--- config.mk ---
export PLATFORM = sky130hd
export DESIGN_NAME = seq_alu
export DESIGN_NICKNAME = d
export VERILOG_FILES = /design/src/rtl/seq_alu_pkg.sv /design/src/rtl/seq_alu_muldiv.sv /design/src/rtl/seq_alu.sv
export SDC_FILE = /design/constraint.sdc
export NUM_CORES = 1
export LEC_CHECK = 0
export BUFFER_PORTS_ARGS = -buffer_cell sky130_fd_sc_hd__buf_2
export CORE_MARGIN = 4
export CORE_UTILIZATION = 30
export CTS_CLUSTER_SIZE = 12
export DETAILED_ROUTE_END_ITERATION = 6
export SETUP_SLACK_MARGIN = 0.2
export SKIP_CTS_REPAIR_TIMING = 1
export SYNTH_ARGS = -nofsm -noshare
export SYNTH_HDL_FRONTEND = slang
export SYNTH_HIERARCHICAL = 1
export SYNTH_SLANG_ARGS = --single-unit
--- constraint.sdc ---
create_clock -name clk -period 4.6 [get_ports clk]
set_clock_uncertainty 0.2 [all_clocks]
set_input_delay 0.46 -clock clk [delete_from_list [all_inputs] [get_ports clk]]
set_output_delay 0.46 -clock clk [all_outputs]
set_load 0.1 [all_outputs]
--- src/rtl/seq_alu_pkg.sv ---
// Shared definitions for the sequential ALU: opcodes, FSM states, compare encodings.
// Build option: SEQ_ALU_DIV_EN enables the iterative divider for opcode 7.
package seq_alu_pkg;

  localparam logic [3:0] OP_ADD = 4'd0;
  localparam logic [3:0] OP_AND = 4'd1;
  localparam logic [3:0] OP_OR  = 4'd2;
  localparam logic [3:0] OP_SHL = 4'd3;
  localparam logic [3:0] OP_SHR = 4'd4;
  localparam logic [3:0] OP_SUB = 4'd5;
  localparam logic [3:0] OP_MUL = 4'd6;
  localparam logic [3:0] OP_DIV = 4'd7;

  localparam logic [1:0] CMP_GT = 2'b01;
  localparam logic [1:0] CMP_EQ = 2'b00;
  localparam logic [1:0] CMP_LT = 2'b11;

  typedef enum logic [2:0] {
    IDLE = 3'd0,
    EXEC = 3'd1,
    MUL  = 3'd2,
    DIV  = 3'd3,
    DONE = 3'd4
  } state_t;

  // Signed three-way compare folded into the compareVal encoding.
  function automatic logic [1:0] cmp_enc(input logic gt, input logic eq);
    if (eq)      return CMP_EQ;
    else if (gt) return CMP_GT;
    else         return CMP_LT;
  endfunction

endpackage

--- src/rtl/seq_alu_muldiv.sv ---
// Iterative datapath: radix-2 shift-add multiply and (with SEQ_ALU_DIV_EN) restoring
// divide, both unsigned, W iterations counted down from W to the terminal count.
// i_start loads operands straight from the issue port; o_done pulses for one cycle
// after the last iteration, with o_lo/o_hi holding the result.
module seq_alu_muldiv
  import seq_alu_pkg::*;
#(
  parameter int W = 16
) (
  input  logic         clk,
  input  logic         reset,
  input  logic         i_start,
`ifdef SEQ_ALU_DIV_EN
  input  logic         i_div,
`endif
  input  logic [W-1:0] i_a,
  input  logic [W-1:0] i_b,
  output logic         o_done,
  output logic [W-1:0] o_lo,
  output logic [W-1:0] o_hi
);

  localparam int CW = $clog2(W) + 1;

  logic [W-1:0]  r_lo;
  logic [W-1:0]  r_hi;
  logic [W-1:0]  r_opnd;
  logic [CW-1:0] r_cnt;
  logic          r_busy;
  logic          r_done;
  logic [W:0]    w_sum;
  logic [W-1:0]  w_nxt_lo;
  logic [W-1:0]  w_nxt_hi;

`ifdef SEQ_ALU_DIV_EN
  logic          r_div;
  logic [W:0]    w_shift;
  logic [W:0]    w_diff;

  assign w_shift = {r_hi, r_lo[W-1]};
  assign w_diff  = w_shift - {1'b0, r_opnd};
`endif

  assign w_sum = {1'b0, r_hi} + {1'b0, r_opnd};

  // One iteration step: multiply shifts the {hi,lo} product right, divide shifts left.
  always_comb begin
    if (r_lo[0]) {w_nxt_hi, w_nxt_lo} = {w_sum, r_lo[W-1:1]};
    else         {w_nxt_hi, w_nxt_lo} = {1'b0, r_hi, r_lo[W-1:1]};
`ifdef SEQ_ALU_DIV_EN
    if (r_div) begin
      if (!w_diff[W]) begin
        w_nxt_hi = w_diff[W-1:0];
        w_nxt_lo = {r_lo[W-2:0], 1'b1};
      end else begin
        w_nxt_hi = w_shift[W-1:0];
        w_nxt_lo = {r_lo[W-2:0], 1'b0};
      end
    end
`endif
  end

  // Operand load on start, then W iterations with a down-counter to the terminal count.
  always_ff @(posedge clk or posedge reset) begin
    if (reset) begin
      r_lo   <= '0;
      r_hi   <= '0;
      r_opnd <= '0;
      r_cnt  <= '0;
      r_busy <= 1'b0;
      r_done <= 1'b0;
`ifdef SEQ_ALU_DIV_EN
      r_div  <= 1'b0;
`endif
    end else begin
      r_done <= 1'b0;
      if (i_start) begin
        r_busy <= 1'b1;
        r_cnt  <= CW'(W);
        r_hi   <= '0;
`ifdef SEQ_ALU_DIV_EN
        r_div  <= i_div;
        r_lo   <= i_div ? i_a : i_b;
        r_opnd <= i_div ? i_b : i_a;
`else
        r_lo   <= i_b;
        r_opnd <= i_a;
`endif
      end else if (r_busy) begin
        r_cnt <= r_cnt - CW'(1);
        r_hi  <= w_nxt_hi;
        r_lo  <= w_nxt_lo;
        if (r_cnt == CW'(1)) begin
          r_busy <= 1'b0;
          r_done <= 1'b1;
        end
      end
    end
  end

  assign o_done = r_done;
  assign o_lo   = r_lo;
  assign o_hi   = r_hi;

endmodule

--- src/rtl/seq_alu.sv ---
// Handshaked sequential ALU: one registered operation per transaction.
// Build option: SEQ_ALU_DIV_EN enables iterative divide; otherwise opcode 7 is illegal.
//
// state | meaning
// IDLE  | in_ready high, waiting for in_valid
// EXEC  | single-cycle op (ADD..SUB, illegal, divide by zero) computed from latched operands
// MUL   | shift-add multiply iterating in seq_alu_muldiv
// DIV   | restoring divide iterating in seq_alu_muldiv
// DONE  | out_valid high, result held until out_ready
module seq_alu
  import seq_alu_pkg::*;
#(
  parameter int W   = 16,
  parameter int SHW = $clog2(W)
) (
  input  logic         clk,
  input  logic         reset,
  input  logic         in_valid,
  output logic         in_ready,
  input  logic [W-1:0] a,
  input  logic [W-1:0] b,
  input  logic [3:0]   opcode,
  output logic         out_valid,
  input  logic         out_ready,
  output logic [W-1:0] r,
  output logic [W-1:0] r_hi,
  output logic         cout,
  output logic         zero,
  output logic         error,
  output logic [1:0]   compareVal
);

  state_t       r_state;
  state_t       w_next;
  logic [W-1:0] r_a;
  logic [W-1:0] r_b;
  logic [3:0]   r_op;
  logic [W-1:0] r_res;
  logic [W-1:0] r_res_hi;
  logic         r_cout;
  logic         r_zero;
  logic         r_err;
  logic [1:0]   r_cmp;

  logic         w_accept;
  logic         w_is_mul;
  logic         w_is_div;
  logic         w_md_start;
  logic         w_md_done;
  logic         w_load;
  logic [W-1:0] w_md_lo;
  logic [W-1:0] w_md_hi;
  logic [W:0]   w_add;
  logic [W:0]   w_sub;
  logic         w_sh_big;
  logic [W-1:0] w_lo;
  logic [W-1:0] w_hi;
  logic         w_cout;
  logic         w_err;
  logic [1:0]   w_cmp;

  assign w_accept = in_valid && (r_state == IDLE);
  assign w_is_mul = (opcode == OP_MUL);
`ifdef SEQ_ALU_DIV_EN
  // Divide by zero takes the single-cycle path and never starts the iteration.
  assign w_is_div = (opcode == OP_DIV) && (b != '0);
`else
  assign w_is_div = 1'b0;
`endif
  assign w_md_start = w_accept && (w_is_mul || w_is_div);

  seq_alu_muldiv #(.W(W)) u_muldiv (
    .clk     (clk),
    .reset   (reset),
    .i_start (w_md_start),
`ifdef SEQ_ALU_DIV_EN
    .i_div   (w_is_div),
`endif
    .i_a     (a),
    .i_b     (b),
    .o_done  (w_md_done),
    .o_lo    (w_md_lo),
    .o_hi    (w_md_hi)
  );

  // State register.
  always_ff @(posedge clk or posedge reset) begin
    if (reset) r_state <= IDLE;
    else       r_state <= w_next;
  end

  // Next-state decode.
  always_comb begin
    w_next = r_state;
    case (r_state)
      IDLE: begin
        if (w_accept) begin
          if (w_is_mul)      w_next = MUL;
          else if (w_is_div) w_next = DIV;
          else               w_next = EXEC;
        end
      end
      EXEC:     w_next = DONE;
      MUL, DIV: if (w_md_done) w_next = DONE;
      DONE:     if (out_ready) w_next = IDLE;
      default:  w_next = IDLE;
    endcase
  end

  assign w_add    = {1'b0, r_a} + {1'b0, r_b};
  assign w_sub    = {1'b0, r_a} - {1'b0, r_b};
  assign w_sh_big = |r_b[W-1:SHW];

  // Result and flag selection for whichever path is finishing.
  always_comb begin
    w_lo   = '0;
    w_hi   = '0;
    w_cout = 1'b0;
    w_err  = 1'b0;
    w_cmp  = CMP_EQ;
    if (r_state == MUL) begin
      w_lo   = w_md_lo;
      w_hi   = w_md_hi;
      w_cout = |w_md_hi;
    end else if (r_state == DIV) begin
      w_lo = w_md_lo;
      w_hi = w_md_hi;
    end else begin
      case (r_op)
        OP_ADD: {w_cout, w_lo} = w_add;
        OP_AND: w_lo = r_a & r_b;
        OP_OR:  w_lo = r_a | r_b;
        OP_SHL: w_lo = w_sh_big ? '0 : (r_a << r_b[SHW-1:0]);
        OP_SHR: w_lo = w_sh_big ? '0 : (r_a >> r_b[SHW-1:0]);
        OP_SUB: begin
          {w_cout, w_lo} = w_sub;
          w_cmp = cmp_enc($signed(r_a) > $signed(r_b), r_a == r_b);
        end
`ifdef SEQ_ALU_DIV_EN
        OP_DIV: begin
          w_lo  = '1;
          w_hi  = r_a;
          w_err = 1'b1;
        end
`endif
        default: w_err = 1'b1;
      endcase
    end
  end

  assign w_load = (r_state == EXEC) ||
                  (((r_state == MUL) || (r_state == DIV)) && w_md_done);

  // Operand latch at accept.
  always_ff @(posedge clk or posedge reset) begin
    if (reset) begin
      r_a  <= '0;
      r_b  <= '0;
      r_op <= '0;
    end else if (w_accept) begin
      r_a  <= a;
      r_b  <= b;
      r_op <= opcode;
    end
  end

  // Result registers; result and flags change together and only when a result lands.
  always_ff @(posedge clk or posedge reset) begin
    if (reset) begin
      r_res    <= '0;
      r_res_hi <= '0;
      r_cout   <= 1'b0;
      r_zero   <= 1'b0;
      r_err    <= 1'b0;
      r_cmp    <= CMP_EQ;
    end else if (w_load) begin
      r_res    <= w_lo;
      r_res_hi <= w_hi;
      r_cout   <= w_cout;
      r_zero   <= (w_lo == '0);
      r_err    <= w_err;
      r_cmp    <= w_cmp;
    end
  end

  assign in_ready   = (r_state == IDLE);
  assign out_valid  = (r_state == DONE);
  assign r          = r_res;
  assign r_hi       = r_res_hi;
  assign cout       = r_cout;
  assign zero       = r_zero;
  assign error      = r_err;
  assign compareVal = r_cmp;

endmodule

### Word-level counts from Yosys, hierarchy flattened

Index checks and enable logic that the tools add are counted.

* shifts and indexed selects: 2
* equality and inequality tests: 15
* $mul: 0
* $lt $le $gt $ge: 1
* bitwise gates (word level): 2
* reductions and logical operators: 14
* muxes and demuxes: 37
* add/subtract/negate cells: 4
* div/mod/pow operators: 0

Operators by type and width (number)
* 2-to-1 mux 16 bit: 12
* one-hot mux 16 bit (6 select lines): 1
* adder 16 x 16 -> 17 bit: 2
* subtractor 16 x 16 -> 17 bit: 1
* bitwise AND 16 bit: 1
* equality test 16 bit: 1
* > comparator 16 bit: 1
* logical NOT 16 bit: 1
* OR 16 bit: 1
* OR reduction 16 bit: 1
* left shift 16 x 4 -> 16 bit: 1
* >> shifter 16 x 4 -> 16 bit: 1
* equality test 4 x 3 -> 1 bit (second input constant): 3
* 2-to-1 mux 2 bit: 6
* one-hot mux 3 bit (4 select lines): 1
* OR reduction 12 bit: 1
* 2-to-1 mux 1 bit: 11
* 2-to-1 mux 5 bit: 2
* 2-to-1 mux 3 bit: 3
* equality test 4 x 2 -> 1 bit (second input constant): 2
* equality test 3 x 2 -> 1 bit (second input constant): 2
* inequality test 2 x 1 -> 1 bit (second input constant): 3
* OR reduction 6 bit: 1
* equality test 5 x 1 -> 1 bit (second input constant): 1
* other kinds (12): 15

* bits in registers: 131
* memories: 0
* memory bits (writable): 0
* latch bits: 0
* memory bits (read-only): 0
* output and inout bits: 39

### Logic depth before layout (Yosys ltp)

* depth in word-level cells: 6
* gate-level depth with buffers: 14
* depth with buffers taken out: 13

### Modules after synthesis

The synthesis kept the hierarchy.

Modules (own cells, without submodules)
* seq_alu: area each 7247.0 µm², times used 1, cells each 882
* seq_alu_muldiv: area each 3153.0 µm², times used 1, cells each 306

### Least setup slack after synthesis

OpenSTA, ideal clock, no wires.

* path kind: register to register
* from: register r_state[1]
* to: register u_muldiv.r_opnd[10]
* stages on the path, launching flop included: 8
* setup time: 0.125 ns
* data arrival time: 4.140 ns
* setup slack: 0.135 ns
* required time: 4.275 ns
* cell sequence: dfrtp_1 nor3_1 and2_1 clkbuf_1 and2_1 clkbuf_1 buf_1 mux2_2

* word-level cells in the longest chain between the ends: 3

RTL lines
* from (decl): RTL line seq_alu.sv:33 `state_t r_state;`
* from (signal assigned): RTL line seq_alu.sv:89 `else r_state <= w_next;`
* logical NOT 3 bit
* via in_ready: RTL line seq_alu.sv:19 `output logic in_ready,`
* logical AND 1 bit: RTL line seq_alu.sv:62 `assign w_accept = in_valid && (r_state == IDLE);`
* logical AND 1 bit: RTL line seq_alu.sv:70 `assign w_md_start = w_accept && (w_is_mul || w_is_div);`
* via w_md_start: RTL line seq_alu.sv:48 `logic w_md_start;`
* to (signal assigned): RTL line seq_alu_muldiv.sv:87 `r_opnd <= i_a;`
* to (decl): RTL line seq_alu_muldiv.sv:27 `logic [W-1:0] r_opnd;`

The timed path passes the listed nets, and every way through them passes these cells.
A chain may end at the register's enable or synchronous reset.

### Final worst setup path

* from: register r_a[0]
* to: register r_zero (netlist: zero)

* word-level cells in the longest chain between the ends: 6
* elaborated cells on any way between the ends: 12
* classes of those cells: add/sub: 2; shift: 2; mux: 5; bitwise: 2; reduce/logical: 1

RTL lines
* from (decl): RTL line seq_alu.sv:35 `logic [W-1:0] r_a;`
* from (signal assigned): RTL line seq_alu.sv:157 `r_a <= '0;`
* from (signal assigned): RTL line seq_alu.sv:161 `r_a <= a;`
* parallel branches: the longest is 2 deep, another holds subtractor 16 x 16 -> 17 bit
* one-hot mux 16 bit (6 select lines) *: RTL line seq_alu.sv:129 `case (r_op)`
* 2-to-1 mux 16 bit *: RTL line seq_alu.sv:125 `end else if (r_state == DIV) begin`
* 2-to-1 mux 16 bit *: RTL line seq_alu.sv:121 `if (r_state == MUL) begin`
* logical NOT 16 bit *: RTL line seq_alu.sv:180 `r_zero <= (w_lo == '0);`
* to (signal assigned): RTL line seq_alu.sv:180
* to (decl): RTL line seq_alu.sv:41 `logic r_zero;`

Every way passes the cells marked *.

==> flow_summary.toml <==
[routing]
wl_per_cell_um = 22.9
drt-total-wl_um = 38700
vias = 9877
detail-route-antenna-nets = 0
drc = 0
drt_iter0_drc = 1130
first_pass_iters = 6
via_per_inst = 5.84

[global_routing]
met3_usage = 0.0368
track_usage = 0.197
grt_pass1_vias = 9511
use_met2 = 0.312
grt_overflow = 0
grt_max_degree = 69
antenna_found_initial = 0
use_met1 = 0.271
grt_first_pass_wirelength_um = 58400
top_usage_layer = "met2"

[clock_network]
path_clk_slew_ns = 0.06
tritoncts = "yes"
cts-root-buf = "clkbuf_16"
ctsHtreeMaxLevel = 4
cts.sinks = 131
cts_buffers = 17
clock_latency_ns = 0.43
max-clock-path-buffers = 2

[logic_synthesis]
synth_cells = 1188
synth_area_leaders = "dfrtp_1 (32%), ha_1 (8.2%), nand2_1 (5.6%)"
synth_async_sr_flop_share = 1.00
ys_seq_area_frac = 0.315
synth_top_family_by_area = "compound AO/OA/AOI/OAI gates"
synth_xor_xnor_area_share = 0.0185
ys_ff_latch = 131
synthSimpleGateAreaFrac = 0.186
syn_area_per_cell_um2 = 8.75
syn_area_mm2 = 0.0104
synth_edf_count = 0
synthAdderAreaFrac = 0.0876
ys.flop_type = "dfrtp_1"
synth_top_area_frac = 0.315
synth_compound_area_frac = 0.217
yosysTopAreaCell = "dfrtp_1"
synthMuxAreaShare = 0.122
yosysWarnings = 6
ys_types = 89
syn-num-nets = 1299

[worst_setup_path]
rr_worst_depth = 13
cp.arrival_ns = 3.97
path_delay_family = "compound AO/OA/AOI/OAI gates"
cp_max_fo = 6
cp_num_buf_inv = 2
cp_slowest_stage_delay_ns = 0.53
cp_cell_sequence = "inv_1, ha_1, inv_1, fa_1, nand2b_1, a21oi_1, a221oi_1, o32ai_1, a211oi_1, nand4_1, nor4_1, nand4_1, o21ai_1"
crit_required_ns = 4.75
endpoint_kind = "flip-flop"
cp.depth = 13
critPathLaunchType = "flip-flop"
cpMaxStageDelayCell = "a221oi_1"
path_class = "reg2reg"

[worst_hold_path]
hold_path_class = "in2async"

[floorplanning]
rows = 67
die-area_mm2 = 0.0377
dieHeight_um = 194
core_region_area_mm2 = 0.0339
io_pins = 79
initial_utilization = 0.307
fp.dieW_um = 194

[cells_and_area]
most-common-layout-cells = "nand2_1 (155), dfrtp_1 (130), o21ai_0 (112)"
antenna_cells = 0
fillerInstances = 3516
areaGrowthSynthToFinish_pct = 14.0
mostFrequentLayoutCell = "nand2_1"
nets = 1342
drive_gt1_frac = 0.177

[timing]
period_needed_ns = 3.82
hold_viol = 27
rsz0062_at_grt = "false"
tightest_slew_ns = 1.07
relSlewSlack = 0.284
report.final.slew_viol_count = 0
fin_setup_tns_ns = 0
final.period_utilization = 0.831
hold_ws_ns = -0.0412
setup_viol = 0
max_freq_mhz = 262

[run_status]
violations = "negative hold slack"
status = "finished with violations"

[run]
drv_cap = 0

[placed_design]
portBuffers = 78
gp_congestion = 1.03
hpwl_um = 29700
[logic make-up (layout without fill, tap and decap cells)]
family          count (synthesis)  count (layout)
simple gates                  392             392
compound gates                339             339
buf+inv                       138             194
flops                         131             131
mux                            95              95
fa+ha+maj                      71              71
xor+xnor                       22              22
[synth_stat cells, drive strengths merged (6+ instances only)]
cell and instances:
o22ai 8, or3 9, a31oi 11, nand2 155, and3 7, ha 68, buf 19, nor3b 6
a22o 6, a2111oi 6, xnor2 15, o21a 7, clkbuf 61, o21ai 113, nor3 14, a211oi 22
nor4 16, o31ai 9, o21bai 7, or2 7, o211ai 15, o2111ai 6, mux2i 40, inv 55
nor4b 9, a21oi 53, nand2b 16, dfrtp 131, nand3 40, nor2b 17, o221ai 9, mux2 34
and2 6, a221oi 7, mux4 21, nand4 7, a21o 11, nor2 65, xor2 7
[routing by layer]
| layer | share of wire | vias up | routed length, um |
|---|---|---|---|
| met5 | 0 | - | 0 |
| li1 | - | 4453 | - |
| met4 | 0.038 | 0 | 1480 |
| met3 | 0.076 | 94 | 2930 |
| met1 | 0.43 | 4846 | 16800 |
| met2 | 0.45 | 484 | 17500 |
[sequential cells by signal, indices dropped and copies added, names as in the netlist, 4 cells and up]
name,flops
r_b,16
r,16
r_hi,16
r_a,16
r_op,4
u_muldiv/o_lo,16
u_muldiv/o_hi,16
u_muldiv/r_cnt,5
u_muldiv/r_opnd,16
[worst reg2reg max path, cell delays in order, from the launching register on]
cell	delay [ns]
dfrtp_1	0.44
inv_1	0.13
ha_1	0.22
inv_1	0.07
fa_1	0.42
nand2b_1	0.16
a21oi_1	0.10
a221oi_1	0.53
o32ai_1	0.16
a211oi_1	0.40
nand4_1	0.15
nor4_1	0.43
nand4_1	0.18
o21ai_1	0.16
[metrics by stage]
| stage | cell area [um^2] | worst slack, ns | util | std cells | hold WS [ns] |
|---|---|---|---|---|---|
| after floorplan | 10400 | 1.08 | - | 1188 | 0.285 |
| after global placement | 11300 | 0.919 | 0.332 | 1660 | 0.251 |
| after detailed placement | 11300 | 0.955 | 0.332 | 1660 | 0.251 |
| after CTS | 11900 | 0.927 | 0.350 | 1692 | -0.0404 |
| after global routing | 11900 | 0.643 | 0.350 | 1692 | 0.00379 |
| final | 11900 | 0.779 | 0.350 | 1692 | -0.0412 |
[final timing paths]
| kind | start | end | slack [ns] |
|---|---|---|---|
| max | r_a[0] | zero | 0.78 |
| min | reset | u_muldiv/o_lo[11] | -0.04 |
| max in group asynchronous | reset | r_b[4] | 3.21 |
| min reg2reg | r_hi[15] | r_hi[15] | 0.26 |
| min in group clk | b[4] | u_muldiv/o_lo[4] | 0.06 |
| max reg2reg | r_a[0] | zero | 0.78 |
[cell type report]
cell class	instances	area [um^2]	share of cell area
clock inverter	12	156	0.0132
tap	448	561	0.0473
clock buffer	20	447	0.0377
timing repair buffer	104	611	0.0515
multi-input combinational	919	6590	0.555
inverter	58	219	0.0185
sequential	131	3280	0.277
Power is left out: the tool's default activity adds up to more than one toggle a clock period on the data nets, which glitch-free logic cannot reach.
